**src/rtl/riscv_pkg.sv**
```systemverilog
// Shared decode-bundle types plus the issue-controller state enum and load classifier.
package riscv_pkg;

  localparam int unsigned REG_W = 5;

  typedef enum logic [3:0] {
    LSU_NONE,
    LSU_LB,
    LSU_LH,
    LSU_LW,
    LSU_LBU,
    LSU_LHU,
    LSU_SB,
    LSU_SH,
    LSU_SW
  } lsu_op_t;

  typedef struct packed {
    logic [REG_W-1:0] rd;
    logic [REG_W-1:0] rs1;
    logic [REG_W-1:0] rs2;
    logic             uses_rs1;
    logic             uses_rs2;
    logic             reg_write;
    lsu_op_t          lsu_op;
    logic             illegal;
  } dec_out_t;

  typedef enum logic [1:0] {
    RUN,
    DRAIN,
    TRAP,
    HALT
  } issue_state_t;

  // Loads occupy LSU_LB..LSU_LHU in the encoding; everything above is a store.
  function automatic logic is_load(lsu_op_t op);
    return (op >= LSU_LB) && (op <= LSU_LHU);
  endfunction

endpackage

```
**src/rtl/issue_scoreboard.sv**
```systemverilog
// Per-register pending-load bits and the outstanding-load counter.
module issue_scoreboard
  import riscv_pkg::*;
#(
  parameter int unsigned MAX_LD = 2,
  parameter int unsigned NREG   = 32
) (
  input  logic                            clk_i,
  input  logic                            rst_i,
  input  logic                            set_i,
  input  logic [REG_W-1:0]                set_idx_i,
  input  logic                            clr_i,
  input  logic [REG_W-1:0]                clr_idx_i,
  input  logic                            cnt_inc_i,
  input  logic                            cnt_dec_i,
  output logic [NREG-1:0]                 busy_o,
  output logic [$clog2(MAX_LD+1)-1:0]     ld_cnt_o
);

  localparam int unsigned CNT_W = $clog2(MAX_LD + 1);

  logic [NREG-1:0]  r_busy;
  logic [NREG-1:0]  w_busy_nxt;
  logic [CNT_W-1:0] r_cnt;
  logic             w_rsp_ok;
  logic             w_dec;

  // A response with nothing outstanding is a protocol error and is dropped entirely.
  assign w_rsp_ok = (r_cnt != '0);
  assign w_dec    = cnt_dec_i && w_rsp_ok;

  always_comb begin
    w_busy_nxt = r_busy;
    if (clr_i && w_rsp_ok && (32'(clr_idx_i) < NREG)) begin
      w_busy_nxt[clr_idx_i] = 1'b0;
    end
    if (set_i && (32'(set_idx_i) < NREG)) begin
      w_busy_nxt[set_idx_i] = 1'b1;
    end
    w_busy_nxt[0] = 1'b0;
  end

  always_ff @(posedge clk_i or posedge rst_i) begin
    if (rst_i) begin
      r_busy <= '0;
      r_cnt  <= '0;
    end else begin
      r_busy <= w_busy_nxt;
      if (cnt_inc_i && !w_dec) begin
        r_cnt <= r_cnt + CNT_W'(1);
      end else if (!cnt_inc_i && w_dec) begin
        r_cnt <= r_cnt - CNT_W'(1);
      end
    end
  end

  assign busy_o   = r_busy;
  assign ld_cnt_o = r_cnt;

endmodule

```
**src/rtl/issue_ctrl.sv**
```systemverilog
// Decode-to-EX issue gate: load scoreboard hazards, redirect flushes, illegal-op trap FSM.
// Optional performance counters are built when ISSUE_PERF_CNT_EN is defined.
module issue_ctrl
  import riscv_pkg::*;
#(
  parameter int unsigned MAX_LD = 2,
  parameter int unsigned NREG   = 32
) (
  input  logic                         clk_i,
  input  logic                         rst_i,
  input  logic                         id_valid_i,
  input  dec_out_t                     id_dec_i,
  output logic                         id_ready_o,
  output logic                         issue_o,
  output logic                         stall_if_o,
  output logic                         flush_if_o,
  output logic                         flush_id_o,
  input  logic                         ex_redirect_i,
  input  logic                         lsu_req_ready_i,
  input  logic                         lsu_rsp_valid_i,
  input  logic [4:0]                   lsu_rsp_rd_i,
  input  logic                         restart_i,
  output logic                         trap_o,
  output logic                         halted_o,
  output logic [$clog2(MAX_LD+1)-1:0]  ld_cnt_o,
  output logic [NREG-1:0]              busy_o,
  output logic [31:0]                  perf_issue_o,
  output logic [31:0]                  perf_stall_o
);

  localparam int unsigned CNT_W = $clog2(MAX_LD + 1);

  issue_state_t     r_state;
  logic             r_trap;
  logic             r_halted;

  logic [NREG-1:0]  w_busy;
  logic [CNT_W-1:0] w_ld_cnt;
  logic             w_is_load;
  logic             w_haz_rs1;
  logic             w_haz_rs2;
  logic             w_haz_waw;
  logic             w_haz_mem;
  logic             w_haz_cnt;
  logic             w_hazard;
  logic             w_run;
  logic             w_id_ready;
  logic             w_issue;
  logic             w_flush;
  logic             w_ld_issue;

  issue_scoreboard #(
    .MAX_LD (MAX_LD),
    .NREG   (NREG)
  ) u_sb (
    .clk_i     (clk_i),
    .rst_i     (rst_i),
    .set_i     (w_ld_issue && (id_dec_i.rd != '0)),
    .set_idx_i (id_dec_i.rd),
    .clr_i     (lsu_rsp_valid_i),
    .clr_idx_i (lsu_rsp_rd_i),
    .cnt_inc_i (w_ld_issue),
    .cnt_dec_i (lsu_rsp_valid_i),
    .busy_o    (w_busy),
    .ld_cnt_o  (w_ld_cnt)
  );

  // Hazards look only at registered scoreboard state; a same-cycle response does not bypass.
  assign w_is_load = is_load(id_dec_i.lsu_op);
  assign w_haz_rs1 = id_dec_i.uses_rs1 && (id_dec_i.rs1 != '0) && w_busy[id_dec_i.rs1];
  assign w_haz_rs2 = id_dec_i.uses_rs2 && (id_dec_i.rs2 != '0) && w_busy[id_dec_i.rs2];
  assign w_haz_waw = id_dec_i.reg_write && (id_dec_i.rd != '0) && w_busy[id_dec_i.rd];
  assign w_haz_mem = (id_dec_i.lsu_op != LSU_NONE) && !lsu_req_ready_i;
  assign w_haz_cnt = w_is_load && (w_ld_cnt == CNT_W'(MAX_LD));
  assign w_hazard  = w_haz_rs1 || w_haz_rs2 || w_haz_waw || w_haz_mem || w_haz_cnt;

  // Held in reset, nothing is consumed or flushed even though the state already reads RUN.
  assign w_run      = (r_state == RUN) && !rst_i;
  assign w_flush    = w_run && ex_redirect_i;
  assign w_id_ready = w_run && !ex_redirect_i && id_valid_i && (id_dec_i.illegal || !w_hazard);
  assign w_issue    = w_id_ready && !id_dec_i.illegal;
  assign w_ld_issue = w_issue && w_is_load;

  assign id_ready_o = w_id_ready;
  assign issue_o    = w_issue;
  assign flush_if_o = w_flush;
  assign flush_id_o = w_flush;
  assign stall_if_o = (r_state != RUN) || (id_valid_i && !w_id_ready && !w_flush);

  // Trap sequencing: wait for outstanding loads, pulse trap once, then park until restart.
  always_ff @(posedge clk_i or posedge rst_i) begin
    if (rst_i) begin
      r_state  <= RUN;
      r_trap   <= 1'b0;
      r_halted <= 1'b0;
    end else begin
      case (r_state)
        RUN: begin
          if (w_id_ready && id_dec_i.illegal) begin
            r_state <= DRAIN;
          end
        end
        DRAIN: begin
          if (w_ld_cnt == '0) begin
            r_state <= TRAP;
            r_trap  <= 1'b1;
          end
        end
        TRAP: begin
          r_state  <= HALT;
          r_trap   <= 1'b0;
          r_halted <= 1'b1;
        end
        HALT: begin
          if (restart_i) begin
            r_state  <= RUN;
            r_halted <= 1'b0;
          end
        end
      endcase
    end
  end

  assign trap_o   = r_trap;
  assign halted_o = r_halted;
  assign ld_cnt_o = w_ld_cnt;
  assign busy_o   = w_busy;

`ifdef ISSUE_PERF_CNT_EN
  logic [31:0] r_perf_issue;
  logic [31:0] r_perf_stall;

  always_ff @(posedge clk_i or posedge rst_i) begin
    if (rst_i) begin
      r_perf_issue <= '0;
      r_perf_stall <= '0;
    end else begin
      if (w_issue) begin
        r_perf_issue <= r_perf_issue + 32'd1;
      end
      if (w_run && id_valid_i && !ex_redirect_i && !w_id_ready) begin
        r_perf_stall <= r_perf_stall + 32'd1;
      end
    end
  end

  assign perf_issue_o = r_perf_issue;
  assign perf_stall_o = r_perf_stall;
`else
  assign perf_issue_o = '0;
  assign perf_stall_o = '0;
`endif

endmodule
```
**config.mk**
```make
export PLATFORM = sky130hd
export DESIGN_NAME = issue_ctrl
export DESIGN_NICKNAME = d
export VERILOG_FILES = /design/src/rtl/riscv_pkg.sv /design/src/rtl/issue_scoreboard.sv /design/src/rtl/issue_ctrl.sv
export SDC_FILE = /design/constraint.sdc
export NUM_CORES = 1
export LEC_CHECK = 0
export BUFFER_PORTS_ARGS = -buffer_cell sky130_fd_sc_hd__buf_2
export CAP_MARGIN = 20
export CORE_MARGIN = 4
export CORE_UTILIZATION = 45
export DETAILED_ROUTE_END_ITERATION = 10
export PLACE_DENSITY = 0.79
export SYNTH_ARGS = -nofsm -noshare
export SYNTH_HDL_FRONTEND = slang
export SYNTH_SLANG_ARGS = --single-unit
```
**constraint.sdc**
```tcl
create_clock -name clk_i -period 2.4 [get_ports clk_i]
set_input_delay 0.24 -clock clk_i [delete_from_list [all_inputs] [get_ports clk_i]]
set_output_delay 0.24 -clock clk_i [all_outputs]
set_load 0.05 [all_outputs]
```
==> impl_metrics.py <==
metrics = {
    "power_and_ir_drop": {
        "internal_mw": 1.194,
        "comb_power_share": 0.492,
        "power.static_leakage_nw": 2.218,
        "share_of_power_burned_in_the_clock_network": 0.190,
        "vdd.ir_drop.worst_mv": 0.3740,
        "power_density_nw_per_um2": 538.5,
        "netSwitchingFraction": 0.4873,
        "switching_power_mw": 1.135,
        "power.share.sequential": 0.317,
        "post-layout-total-power_mw": 2.328,
    },
    "sta": {
        "max_slew_margin": 0.4532,
        "layout_setup_ws_ps": -398.5,
        "finalHoldViolCount": 0,
        "fin_tns_setup_ps": -4228,
        "grt_setup_unrepaired": "yes",
        "layout_worst_path_cycle_share": 1.166,
        "setup_violations": 26,
        "timing_max_transition_violations_final": 0,
        "finalCriticalPeriod_ps": 2799,
        "clock_skew_ps": 13.23,
        "worst_pin_slew_ps": 820.3,
        "fmax_mhz": 357.3,
    },
    "grt": {
        "global_route.usage.met1": 0.3084,
        "globalRoute.totalOverflow": 0,
        "grt_use_met3": 0.04701,
        "groute.layer.met2.usage": 0.3975,
        "pin_count_of_the_biggest_net_entering_global_routing": 39,
        "grt_usage": 0.2387,
        "grt_pass1_vias": 3110,
        "antenna_violations_before_repair": 0,
        "top_usage_layer": "met2",
        "global_route_wire_length_before_repair_um": 16390,
    },
    "synthesis": {
        "synth_compound_gate_area_share": 0.1999,
        "yosysWarnings": 0,
        "yosysSeqAreaShare": 0.2730,
        "ys_ff_latch": 37,
        "synth-edff-count": 0,
        "synth_mux_area_frac": 0.1689,
        "post_synth.cell_area_avg_um2": 9.528,
        "synth_xor_xnor_area_share": 0.007746,
        "synth.top_cells.by_count": "sky130_fd_sc_hd__buf_4 (66), sky130_fd_sc_hd__o21ai_0 (49), sky130_fd_sc_hd__dfrtp_1 (37)",
        "synth.top_cells.by_area": "sky130_fd_sc_hd__dfrtp_1 (27%), sky130_fd_sc_hd__buf_4 (15%), sky130_fd_sc_hd__mux4_2 (13%)",
        "yosys.area_share.adder": 0.02213,
        "synthArstFlopShare": 1.000,
        "synth_simple_gate_area_frac": 0.1398,
        "dominant_cell_by_count_in_the_synthesized_netlist": "sky130_fd_sc_hd__buf_4",
        "synth_cell_type_count": 46,
        "most_frequently_used_flop_master_after_synthesis": "sky130_fd_sc_hd__dfrtp_1",
        "synthCells": 356,
        "combinational_family_with_the_most_area_after_synthesis": "compound AO/OA/AOI/OAI gates",
        "synth.cell_area_um2": 3392,
        "synth_area_leader_cell": "sky130_fd_sc_hd__dfrtp_1",
        "synth.top_cell.area_share": 0.2730,
    },
    "clocking": {
        "cts.path.max_buffers": 2,
        "path_clk_slew_ps": 80,
        "tritoncts.num_buffers": 5,
        "worst_skew_pair.late_latency_ps": 310,
        "cts_max_level": 2,
        "clock_tree_from_tritoncts": "yes",
        "cts_sinks": 37,
        "ctsRootBufferMaster": "sky130_fd_sc_hd__clkbuf_8",
        "cts_hold_buffers": 0,
    },
    "critical_path": {
        "crit_arrival_ps": 2560,
        "critPathCaptureType": "output port",
        "kind_of_critical_path": "flip-flop to output port",
        "worst_path_fanout_max": 4,
        "timing.critical_path.from_type": "flip-flop",
        "cp_data_required_time_ps": 2160,
    },
    "detailed_routing": {
        "drc": 0,
        "dr.first_iter.drc_count": 598,
        "ant_nets": 0,
        "drt-wirelength-per-cell_um": 19.69,
        "detail_route.vias_per_cell": 5.878,
        "dr.pass1.iters": 6,
        "postRouteWirelength_um": 11100,
        "routed-via-count": 3315,
    },
    "die": {
        "number_of_cell_rows": 31,
        "io_pins": 140,
        "floorplan.die_area_um2": 8991,
        "die-height_um": 94.82,
        "floorplan.die.width_um": 94.82,
        "coreArea_um2": 7292,
        "initial_utilization": 0.4652,
    },
    "layout": {
        "finalInstanceArea_um2": 4324,
        "antenna_cells_inserted": 0,
        "drive_above_1_share": 0.4366,
        "design.final.nets": 505,
        "synthToLayoutAreaGrowth_pct": 27.48,
    },
    "placement": {
        "postPlaceCellArea_um2": 3995,
        "gp_congestion": 0.9208,
        "detailedPlacementHpwl_um": 8155,
        "numPortBuffers": 74,
    },
    "status": {
        "failing_checks": "setup timing",
        "run_status": "finished, violations left",
    },
    "hold_path": {
        "min-delay-path-class": "input pin to async pin",
    },
    "run": {
        "max-cap-violations": 0,
    },
}
## cell usage in the layout (no fill, tap or decap), drive strengths merged, types with 2 or more instances in the layout
master | netlist | layout
nand2 | 16 | 16
o31ai | 6 | 6
nand4 | 2 | 2
inv | 10 | 9
nand2b | 8 | 8
nor3 | 3 | 3
mux4 | 19 | 19
dfrtp | 37 | 37
or2 | 3 | 3
mux2 | 4 | 4
or4 | 3 | 3
a211oi | 4 | 4
ha | 6 | 6
nand4b | 2 | 2
o41ai | 16 | 16
nor2b | 7 | 7
clkbuf | 11 | 6
xor2 | 2 | 2
buf | 78 | 126
mux2i | 10 | 10
nor2 | 11 | 11
or3 | 16 | 16
nand3b | 4 | 4
o21ai | 49 | 49
a21oi | 5 | 5
o22ai | 2 | 2
and3 | 2 | 2
nand3 | 7 | 7
conb | 1 | 65
a31oi | 2 | 2
clkinv | 0 | 2
## power by group through the flow
stage / Sequential [mW] / Combinational (mW) / Clock, mW
floorplan: 0.883 / 0.741 / 0
global placement: 0.744 / 1.02 / 0
detailed placement: 0.746 / 1.04 / 0
CTS: 0.734 / 1.08 / 0.437
global route: 0.747 / 1.22 / 0.475
finish: 0.739 / 1.15 / 0.443
## metal layers
layer  part of all wire  vias up
li1                   -     1398
met1               0.36     1600
met2               0.49      271
met3               0.12       46
met4              0.034        0
met5                  0        -
## flip-flops by register name, indices dropped and copies added (netlist names)
name,flops
u_sb.ld_cnt_o,2
trap_o,1
halted_o,1
u_sb.busy_o,31
r_state,2
## cells by family after synthesis
family                     count (synthesis)
adders and majority gates                  6
buffers and inverters                     99
DFF                                       37
and+or+nand+nor                           84
muxes                                     33
AOI/OAI and AO/OA                         93
other                                      1
xor gates and xnor gates                   3
## worst paths after layout
kind,startpoint,to,slack (ps),depth (start not counted)
hold / removal,rst_i,u_sb.ld_cnt_o[0],100,3
hold reg to reg,trap_o,trap_o,550,2
setup reg to reg,u_sb.busy_o[15],u_sb.ld_cnt_o[1],-280,11
setup / recovery,u_sb.busy_o[15],id_ready_o,-400,8
max in group asynchronous,rst_i,u_sb.busy_o[9],1900,3
min in group clk_i,restart_i,halted_o,140,2
## worst max-delay path, cell delays in order, from the launching register on
cell and delay (ps):
sky130_fd_sc_hd__dfrtp_2 440, sky130_fd_sc_hd__mux4_2 470, sky130_fd_sc_hd__mux2_4 270, sky130_fd_sc_hd__a32o_2 270
sky130_fd_sc_hd__a31oi_4 170, sky130_fd_sc_hd__nand4_4 140, sky130_fd_sc_hd__buf_12 170, sky130_fd_sc_hd__a21oi_4 140
sky130_fd_sc_hd__buf_8 170
## area by class of cell
| cell class | count | area [um^2] |
|---|---|---|
| multi-input cells | 284 | 2302 |
| clock inverters | 2 | 10.01 |
| fillers | 600 | 2968 |
| clock buffers | 6 | 72.57 |
| inverters | 10 | 41.29 |
| well taps | 99 | 123.9 |
| flip-flops and latches | 37 | 942.2 |
| repair buffers | 126 | 832.0 |
## per-stage QoR
stage | std cells | hold WS, ps | setup slack, ps | util
global route | 564 | 131.7 | -467.4 | 0.5930
finish | 564 | 101.2 | -398.5 | 0.5930
global placement | 554 | 418.9 | -161.1 | 0.5479
floorplan | 420 | 206.2 | -314.1 | -
detailed placement | 554 | 431.6 | -306.5 | 0.5479
CTS | 563 | 114.1 | -392.9 | 0.5714
## what timing repair did
action	CTS	global route
pin swaps	3	2
buffers inserted	1	1
resized for setup	21	24
endpoints found under the hold margin	0	0
setup endpoints to repair	33	36
Power figures use the tool's default switching activity.
